`config.mk`:
```
export PLATFORM = sky130hd
export DESIGN_NAME = mem_arbiter_flat
export DESIGN_NICKNAME = d
export VERILOG_FILES = /design/src/rtl/mem_arb_pkg.sv /design/src/rtl/mem_arbiter_if.sv /design/src/rtl/mem_outstanding_ctr.sv /design/src/rtl/mem_arbiter.sv /design/src/flat_wrapper.sv
export SDC_FILE = /design/constraint.sdc
export NUM_CORES = 1
export LEC_CHECK = 0
export ABC_AREA = 1
export BUFFER_PORTS_ARGS = -buffer_cell sky130_fd_sc_hd__buf_2
export CORE_ASPECT_RATIO = 0.5
export CORE_UTILIZATION = 35
export DETAILED_ROUTE_END_ITERATION = 16
export PLACE_DENSITY = 0.85
export SLEW_MARGIN = 25
export SYNTH_ARGS = -nofsm -noshare
export SYNTH_HDL_FRONTEND = slang
export SYNTH_SLANG_ARGS = --single-unit
```
`constraint.sdc`:
```
create_clock -name clk -period 4.8 [get_ports clk]
set_input_delay 0.72 -clock clk [delete_from_list [all_inputs] [get_ports clk]]
set_output_delay 0.72 -clock clk [all_outputs]
set_load 0.03 [all_outputs]
```
`src/rtl/mem_arb_pkg.sv`:
```
// rtl/mem_arb_pkg.sv - shared types and sizing for the I/D cache memory arbiter
package mem_arb_pkg;
    localparam int ADDR_W          = 16;
    localparam int DATA_W          = 16;
    localparam int MEM_LAT         = 4;
    localparam int MAX_OUTSTANDING = 4;
    localparam int CNT_W           = 3;

    typedef enum logic [1:0] {
        IDLE    = 2'd0,
        GRANT_I = 2'd1,
        GRANT_D = 2'd2
    } arb_state_e;

    typedef enum logic {
        OWNER_I = 1'b0,
        OWNER_D = 1'b1
    } owner_e;
endpackage

```
`src/rtl/mem_arbiter_if.sv`:
```
// rtl/mem_arbiter_if.sv - cache request, memory and cache return signals of the arbiter
interface mem_arbiter_if;
    import mem_arb_pkg::*;

    logic              icache_MemRead;
    logic [ADDR_W-1:0] icache_mem_addr;
    logic              dcache_MemRead;
    logic              dcache_MemWrite;
    logic [ADDR_W-1:0] dcache_mem_addr;
    logic [DATA_W-1:0] dcache_mem_write_data;
    logic [DATA_W-1:0] mem_data_out;
    logic              mem_data_valid;

    logic              mem_enable;
    logic              mem_wr;
    logic [ADDR_W-1:0] mem_addr;
    logic [DATA_W-1:0] mem_data_in;
    logic              icache_MemDataValid;
    logic [DATA_W-1:0] icache_mem_read_data;
    logic              dcache_MemDataValid;
    logic [DATA_W-1:0] dcache_mem_read_data;
    logic              icache_grant;
    logic              dcache_grant;

    modport slave (
        input  icache_MemRead, icache_mem_addr,
        input  dcache_MemRead, dcache_MemWrite, dcache_mem_addr, dcache_mem_write_data,
        input  mem_data_out, mem_data_valid,
        output mem_enable, mem_wr, mem_addr, mem_data_in,
        output icache_MemDataValid, icache_mem_read_data,
        output dcache_MemDataValid, dcache_mem_read_data,
        output icache_grant, dcache_grant
    );

    modport master (
        output icache_MemRead, icache_mem_addr,
        output dcache_MemRead, dcache_MemWrite, dcache_mem_addr, dcache_mem_write_data,
        output mem_data_out, mem_data_valid,
        input  mem_enable, mem_wr, mem_addr, mem_data_in,
        input  icache_MemDataValid, icache_mem_read_data,
        input  dcache_MemDataValid, dcache_mem_read_data,
        input  icache_grant, dcache_grant
    );
endinterface

```
`src/rtl/mem_outstanding_ctr.sv`:
```
// rtl/mem_outstanding_ctr.sv - saturating count of reads issued but not yet returned
module mem_outstanding_ctr
    import mem_arb_pkg::*;
(
    input  logic             clk,
    input  logic             rst,
    input  logic             inc_i,
    input  logic             dec_i,
    output logic [CNT_W-1:0] count_o,
    output logic [CNT_W-1:0] count_next_o,
    output logic             full_o
);
    logic [CNT_W-1:0] count_q;
    logic [CNT_W-1:0] count_d;

    // Issue and return in the same cycle cancel out; clamps guard both ends.
    always_comb begin
        count_d = count_q;
        if (inc_i && !dec_i && count_q != CNT_W'(MAX_OUTSTANDING)) begin
            count_d = count_q + CNT_W'(1);
        end else if (dec_i && !inc_i && count_q != '0) begin
            count_d = count_q - CNT_W'(1);
        end
    end

    always_ff @(posedge clk) begin
        if (rst) begin
            count_q <= '0;
        end else begin
            count_q <= count_d;
        end
    end

    assign count_o      = count_q;
    assign count_next_o = count_d;
    assign full_o       = (count_q == CNT_W'(MAX_OUTSTANDING));
endmodule

```
`src/rtl/mem_arbiter.sv`:
```
// rtl/mem_arbiter.sv - round-robin arbiter sharing one memory port between I-cache and D-cache
module mem_arbiter
    import mem_arb_pkg::*;
(
    input  logic                clk,
    input  logic                rst,
    mem_arbiter_if.slave        bus
);
    arb_state_e       state_q;
    owner_e           last_owner_q;
    logic             i_req;
    logic             d_req;
    logic             owner_req;
    logic             owner_wr;
    logic             valid_ok;
    logic             stall;
    logic             issue_rd;
    logic             ctr_full;
    logic [CNT_W-1:0] outstanding;
    logic [CNT_W-1:0] outstanding_next;

    assign i_req = bus.icache_MemRead;
    assign d_req = bus.dcache_MemRead | bus.dcache_MemWrite;

    always_comb begin
        owner_req = 1'b0;
        owner_wr  = 1'b0;
        case (state_q)
            GRANT_I: owner_req = i_req;
            GRANT_D: begin
                owner_req = d_req;
                owner_wr  = bus.dcache_MemWrite;
            end
            default: ;
        endcase
    end

    // Returns with nothing outstanding (stale or post-reset) are discarded.
    assign valid_ok = bus.mem_data_valid && (state_q != IDLE) && (outstanding != '0);

    // A return in the same cycle frees a slot, so a full counter need not stall then.
    assign stall    = ctr_full && !owner_wr && !valid_ok;
    assign issue_rd = bus.mem_enable && !bus.mem_wr;

    assign bus.mem_enable  = owner_req && !stall;
    assign bus.mem_wr      = bus.mem_enable && owner_wr;
    assign bus.mem_addr    = (state_q == GRANT_I) ? bus.icache_mem_addr :
                             (state_q == GRANT_D) ? bus.dcache_mem_addr : '0;
    assign bus.mem_data_in = (state_q == GRANT_D) ? bus.dcache_mem_write_data : '0;

    assign bus.icache_grant         = (state_q == GRANT_I);
    assign bus.dcache_grant         = (state_q == GRANT_D);
    assign bus.icache_MemDataValid  = valid_ok && (state_q == GRANT_I);
    assign bus.dcache_MemDataValid  = valid_ok && (state_q == GRANT_D);
    assign bus.icache_mem_read_data = bus.icache_MemDataValid ? bus.mem_data_out : '0;
    assign bus.dcache_mem_read_data = bus.dcache_MemDataValid ? bus.mem_data_out : '0;

    mem_outstanding_ctr u_ctr (
        .clk          (clk),
        .rst          (rst),
        .inc_i        (issue_rd),
        .dec_i        (valid_ok),
        .count_o      (outstanding),
        .count_next_o (outstanding_next),
        .full_o       (ctr_full)
    );

    always_ff @(posedge clk) begin
        if (rst) begin
            state_q      <= IDLE;
            last_owner_q <= OWNER_I;
        end else begin
            case (state_q)
                IDLE: begin
                    if (i_req && d_req) begin
                        state_q <= (last_owner_q == OWNER_I) ? GRANT_D : GRANT_I;
                    end else if (d_req) begin
                        state_q <= GRANT_D;
                    end else if (i_req) begin
                        state_q <= GRANT_I;
                    end
                end
                GRANT_I: begin
                    if (!owner_req && outstanding_next == '0) begin
                        state_q      <= IDLE;
                        last_owner_q <= OWNER_I;
                    end
                end
                GRANT_D: begin
                    if (!owner_req && outstanding_next == '0) begin
                        state_q      <= IDLE;
                        last_owner_q <= OWNER_D;
                    end
                end
                default: state_q <= IDLE;
            endcase
        end
    end
endmodule

```
`src/flat_wrapper.sv`:
```
// flat-port wrapper written by rule: the top's interface ports become plain ports
module mem_arbiter_flat import mem_arb_pkg::*;
  (clk, rst, bus_icache_MemRead, bus_icache_mem_addr, bus_dcache_MemRead, bus_dcache_MemWrite, bus_dcache_mem_addr, bus_dcache_mem_write_data, bus_mem_data_out, bus_mem_data_valid, bus_mem_enable, bus_mem_wr, bus_mem_addr, bus_mem_data_in, bus_icache_MemDataValid, bus_icache_mem_read_data, bus_dcache_MemDataValid, bus_dcache_mem_read_data, bus_icache_grant, bus_dcache_grant);
  mem_arbiter_if bus_i ();
  input  logic clk;
  input  logic rst;
  input wire logic [$bits(bus_i.icache_MemRead)-1:0] bus_icache_MemRead;
  input wire logic [$bits(bus_i.icache_mem_addr)-1:0] bus_icache_mem_addr;
  input wire logic [$bits(bus_i.dcache_MemRead)-1:0] bus_dcache_MemRead;
  input wire logic [$bits(bus_i.dcache_MemWrite)-1:0] bus_dcache_MemWrite;
  input wire logic [$bits(bus_i.dcache_mem_addr)-1:0] bus_dcache_mem_addr;
  input wire logic [$bits(bus_i.dcache_mem_write_data)-1:0] bus_dcache_mem_write_data;
  input wire logic [$bits(bus_i.mem_data_out)-1:0] bus_mem_data_out;
  input wire logic [$bits(bus_i.mem_data_valid)-1:0] bus_mem_data_valid;
  output wire logic [$bits(bus_i.mem_enable)-1:0] bus_mem_enable;
  output wire logic [$bits(bus_i.mem_wr)-1:0] bus_mem_wr;
  output wire logic [$bits(bus_i.mem_addr)-1:0] bus_mem_addr;
  output wire logic [$bits(bus_i.mem_data_in)-1:0] bus_mem_data_in;
  output wire logic [$bits(bus_i.icache_MemDataValid)-1:0] bus_icache_MemDataValid;
  output wire logic [$bits(bus_i.icache_mem_read_data)-1:0] bus_icache_mem_read_data;
  output wire logic [$bits(bus_i.dcache_MemDataValid)-1:0] bus_dcache_MemDataValid;
  output wire logic [$bits(bus_i.dcache_mem_read_data)-1:0] bus_dcache_mem_read_data;
  output wire logic [$bits(bus_i.icache_grant)-1:0] bus_icache_grant;
  output wire logic [$bits(bus_i.dcache_grant)-1:0] bus_dcache_grant;
  assign bus_i.icache_MemRead = bus_icache_MemRead;
  assign bus_i.icache_mem_addr = bus_icache_mem_addr;
  assign bus_i.dcache_MemRead = bus_dcache_MemRead;
  assign bus_i.dcache_MemWrite = bus_dcache_MemWrite;
  assign bus_i.dcache_mem_addr = bus_dcache_mem_addr;
  assign bus_i.dcache_mem_write_data = bus_dcache_mem_write_data;
  assign bus_i.mem_data_out = bus_mem_data_out;
  assign bus_i.mem_data_valid = bus_mem_data_valid;
  assign bus_mem_enable = bus_i.mem_enable;
  assign bus_mem_wr = bus_i.mem_wr;
  assign bus_mem_addr = bus_i.mem_addr;
  assign bus_mem_data_in = bus_i.mem_data_in;
  assign bus_icache_MemDataValid = bus_i.icache_MemDataValid;
  assign bus_icache_mem_read_data = bus_i.icache_mem_read_data;
  assign bus_dcache_MemDataValid = bus_i.dcache_MemDataValid;
  assign bus_dcache_mem_read_data = bus_i.dcache_mem_read_data;
  assign bus_icache_grant = bus_i.icache_grant;
  assign bus_dcache_grant = bus_i.dcache_grant;
  mem_arbiter u_core (.clk(clk), .rst(rst), .bus(bus_i));
endmodule
```
# == Word level (Yosys, flattened, before mapping) ==
# Index checks and enable logic that the tools add are counted.
# totals
elab_cells,61
n_memories,0
latchBits,0
romBits,0
register_bits,6
ram_bits,0
# classes
n_div,0
order_cmp,0
eq_ne,8
shift,0
mux,18
bitwise_logic,1
add_sub_neg,2
reduce_logical,29
multipliers,0
# ops
cell,count
16-bit 2-to-1 mux,5
1-bit logical AND,15
2-bit 2-to-1 mux,5
1-bit zero test,6
3-bit 2-to-1 mux,2
2-bit by 1-bit inequality test with 1-bit output (second input constant),3
4-bit by 2-bit inequality test with 1-bit output (second input constant),1
1-bit case mux with 2 select lines,2
2-bit case mux with 2 select lines,1
2-bit nonzero test,2
3-bit by 1-bit adder with 3-bit output (second input constant),1
3-bit equality test (second input constant),1
3-bit zero test,1
1-bit 2-to-1 mux,3
3-bit inequality test (second input constant),1
3-bit AND reduction,1
3-bit nonzero test,1
3-bit by 1-bit subtractor with 3-bit output (second input constant),1
2-bit by 1-bit equality test with 1-bit output (second input constant),1
2-bit equality test (second input constant),1
2-bit zero test,1
2-bit AND reduction,1
2-bit OR reduction,1
1-bit bitwise OR,1

# == Depth between registers and ports, before layout ==
# logic_depth
word_depth,19
depth_mapped,16
depth_no_buf,15

# == Hierarchy ==
# From an unflattened synthesis, not the netlist that was laid out.
# unflattened
cells_unflattened,240
hier_area_um2,1243.7
# modules_own_cells
mod,instances,cells_per_inst,area_per_inst_um2,seq_area_each_um2
mem_arbiter,1,197,950.9,60.1
mem_outstanding_ctr,1,43,292.8,60.1

# == Least setup slack after synthesis ==
# No wires, ideal clock.
# synth_path
kind,register -> output
startpoint,reg u_core.state_q[1]
endpoint,out bus_icache_mem_read_data[10]
path_buffers,2
arrival_time_ns,2.489
setup_slack_ns,1.591
path_stages_with_launch,9
path_cell_list,dfxtp_1 inv_1 ha_1 buf_2 clkinv_1 nor2_1 inv_1 clkbuf_1 nor2_1
# synth_between
word_cells_on_any_way,6
classes_between,eq/ne: 1; mux: 1; reduce/logical: 4
# synth_lines
item,line,rtl
from (decl),mem_arbiter.sv:9,arb_state_e state_q;
from (signal assigned),mem_arbiter.sv:76,state_q <= (last_owner_q == OWNER_I) ? GRANT_D : GRANT_I;
2-bit by 1-bit equality test with 1-bit output,-,
named net bus_icache_grant,flat_wrapper.sv:23,output wire logic [$bits(bus_i.icache_grant)-1:0] bus_icache_grant;
1-bit logical AND,mem_arbiter.sv:53,assign bus.icache_MemDataValid = valid_ok && (state_q == GRANT_I);
named net bus_icache_MemDataValid,flat_wrapper.sv:19,output wire logic [$bits(bus_i.icache_MemDataValid)-1:0] bus_icache_MemDataValid;
16-bit 2-to-1 mux,mem_arbiter.sv:55,assign bus.icache_mem_read_data = bus.icache_MemDataValid ? bus.mem_data_out : '0;
to (decl),flat_wrapper.sv:20,output wire logic [$bits(bus_i.icache_mem_read_data)-1:0] bus_icache_mem_read_data;
# The timed path passes the listed nets, and every way through them passes these cells.

# == Final worst setup path ==
# layout_path
startpoint,reg u_core.state_q[1]
endpoint,out bus_icache_mem_read_data[12]
# layout_between
elab_chain_cells,5
word_cells_on_any_way,6
classes_between,eq/ne: 1; mux: 1; reduce/logical: 4
# layout_lines
item,line,rtl
2-bit nonzero test,mem_arbiter.sv:39,assign valid_ok = bus.mem_data_valid && (state_q != IDLE) && (outstanding != '0);
1-bit logical AND (2 in series),mem_arbiter.sv:39,
1-bit logical AND (*),mem_arbiter.sv:53,
16-bit 2-to-1 mux (*),mem_arbiter.sv:55,
# Mark *: on every way between the ends. The rest lies on a longest branch, timed or not.

==> results.cfg <==
[power]
total_leakage_power_nw = 1.43
p_switching_uw = 538
power_frac_clock_pct = 9.2
p_per_area_mw_per_mm2 = 462
swShare_pct = 62.3
seqPwrFrac_pct = 9.1
combinationalPowerShare_pct = 81.8
vdd_drop_max_mv = 0.237
intPower_uw = 326

[timing]
clock_skew_ns = 0.000743
slew_headroom_pct = 56.7
setup_violations = 0
fmax_mhz = 290
holdWs_ns = 0.495
rsz0062_at_grt = false
finalMaxSlewViolations = 0
finalHoldViolations = 0
min_period_ns = 3.45
tightest_slew_ns = 0.649
fin_setup_tns_ns = 0
timing.final.crit_share_pct = 72.0

[global_route]
grt_pass1_vias = 1501
antenna_found_initial = 0
grt.total_usage_pct = 23.1
grt-ovfl-total = 0
grt_max_degree = 34
grt_pass1_wl_um = 6260

[clock_tree]
cts_max_level = 1
cts_setup_buffers = 0
clkSlewWorstSetupHoldPaths_ns = 0.04
cts_max_path_buffers = 2
cts_buffers = 3
root_buffer = clkbuf_8
tritoncts = done
holdBufCountCts = 0
cts-resized-gates = 0
clk_latency_ns = 0.23
cts.sinks = 6

[setup_path]
crit_end = bus_icache_mem_read_data[12]
crit_fanout = 19
r2r-start = u_core.state_q[1]
crit_buf_inv = 4
rr_endpoint = u_core.state_q[1]
arrival_ns = 2.73
end_kind = primary output
cp-startpoint = u_core.state_q[1]
cp_slowest_cell = clkinv_1
path_depth = 7
reg2reg_slack_ns = 2.40
cpPeakStageDelay_ns = 0.61
worst-setup-path-type = reg2out
startpoint_type = flip-flop
required_ns = 4.08
cp_cell_sequence = inv_1, ha_1, clkinv_1, nor2_1, inv_1, nor2_1, buf_2
cp_top_family = buffers and inverters
r2r.worst_path.cells = 13

[logic_synthesis]
yosysSeqAreaShare_pct = 10.8
syn_inst = 226
synth_commonest_cells = nand2_1, inv_1, nor2_1
async_reset_ff_share_pct = 0
yosys.area.top_type = nand2_1
synthMostInstantiatedCell = nand2_1
netlist_area_mm2 = 0.00111
synth_edf_count = 0
netlist_top_cells_area = nand2_1, inv_1, nor2_1, dfxtp_1, nand3_1
ys.flop_type = dfxtp_1
syn_nets = 302
yosysTopAreaCellShare_pct = 22.9
synth_seq_cells = 6
ys_warn_count = 0
syn_area_per_cell_um2 = 4.92
netlist-cell-type-count = 23

[drt]
vias = 1808
detail_route.first_pass.iterations = 4
drc = 0
ant_nets = 0
detail_route.vias_per_cell = 4.52
drt_iter0_markers = 73
drt_wl_total_um = 4040
wire_per_inst_um = 10.1

[hold_path]
hold_class = reg2reg

[cells_and_area]
fin_cells = 400
nNetsFinal = 438
nFillCells = 303
ff_latch_area_um2 = 120
antenna_cells = 0
multi_input_area_um2 = 772
area_growth_pct = 68.2
drive_gt1_share_pct = 42.5

[place]
dp.cells = 397
io_buffers = 139
globalplace.congestion = 0.803
hpwl_um = 3290

[floorplan]
core_mm2 = 0.00301
io_pins = 140
initial_core_util_pct = 36.9
die_area_mm2 = 0.00342
std_cell_rows = 14
die_h_um = 41.9
chipWidth_um = 81.7

[flow_run]
cap_violations = 0

[status]
run_status = finished, final reports clean
-- stage by stage --
stage / utilization, % / setup WS [ns] / power [mW] / cell area [um^2]
floorplan: - / 1.59 / 0.602 / 1110
global placement: 60.7 / 1.75 / 0.763 / 1830
detailed placement: 60.7 / 1.61 / 0.781 / 1830
CTS: 62.1 / 1.35 / 0.865 / 1870
global route: 62.1 / 1.02 / 0.936 / 1870
finish: 62.1 / 1.35 / 0.863 / 1870
-- power by group through the flow --
stage	sequential, mW	combinational, mW	clock (mW)
CTS	0.0783	0.705	0.0817
global placement	0.0776	0.685	0
detailed placement	0.0790	0.702	0
global route	0.0806	0.772	0.0841
floorplan	0.0761	0.526	0
finish	0.0783	0.706	0.0791
-- cell usage in the layout, fill, tap and decap left out, types with 3 or more instances in the layout --
master / Yosys / routed
nand2_1: 68 / 68
dfxtp_1: 6 / 6
nor2_1: 44 / 44
clkbuf_8: 0 / 3
nand2_2: 3 / 3
buf_2: 2 / 139
nand3_1: 24 / 24
ha_1: 6 / 6
a21oi_1: 7 / 7
inv_1: 47 / 47
-- cells by family (layout without fill, tap and decap cells) --
kind of cell / Yosys count / after routing / synth area share (%)
AO/OA/AOI/OAI: 11 / 11 / 6.97
XOR/XNOR: 2 / 2 / 1.58
adder cells (fa/ha/maj): 6 / 6 / 6.75
buffers and inverters: 58 / 192 / 19.8
flip-flops: 6 / 6 / 10.8
AND/OR/NAND/NOR: 143 / 143 / 54.1
-- registers in the layout (all words and copies together) (netlist names) --
register and flops:
u_core.last_owner_q 1, u_core.u_ctr.count_o 3, u_core.state_q 2
-- worst register-to-register path, stage by stage (launching register included) --
cell and delay [ns]:
dfxtp_1 0.31, inv_1 0.07, ha_1 0.57, nand2_2 0.13, a21oi_2 0.27, nand4_2 0.19
nand3_1 0.13, nand2_1 0.06, nor2_1 0.08, nand3_1 0.12, nand2_2 0.13, nand3_1 0.10
nand2_1 0.08, nor2_1 0.04
-- area by class of cell --
| cell class | count | share of cell area [%] |
|---|---|---|
| Sequential cell | 6 | 6.42 |
| Clock buffer | 3 | 2.21 |
| Tap cell | 40 | 2.68 |
| Inverter | 49 | 9.83 |
| Multi-Input combinational cell | 162 | 41.3 |
| Timing Repair Buffer | 140 | 37.6 |
-- per-layer routing --
layer,vias to the layer above,wire (um),global-route usage (%)
li1,935,-,-
met1,796,1740,27.9
met2,66,1950,39.8
met3,11,256,3.96
met4,0,96,10.5
met5,-,0,0
-- worst min-delay path by stage --
stage | start | endpoint | cells after the start
2_1_floorplan | u_core.last_owner_q | u_core.last_owner_q | 2
3_3_place_gp | u_core.last_owner_q | u_core.last_owner_q | 2
3_5_place_dp | u_core.last_owner_q | u_core.last_owner_q | 2
4_1_cts | u_core.last_owner_q | u_core.last_owner_q | 2
5_1_grt | u_core.last_owner_q | u_core.last_owner_q | 2
6_report | u_core.last_owner_q | u_core.last_owner_q | 2
No activity file was read; power rests on OpenSTA's default activity.
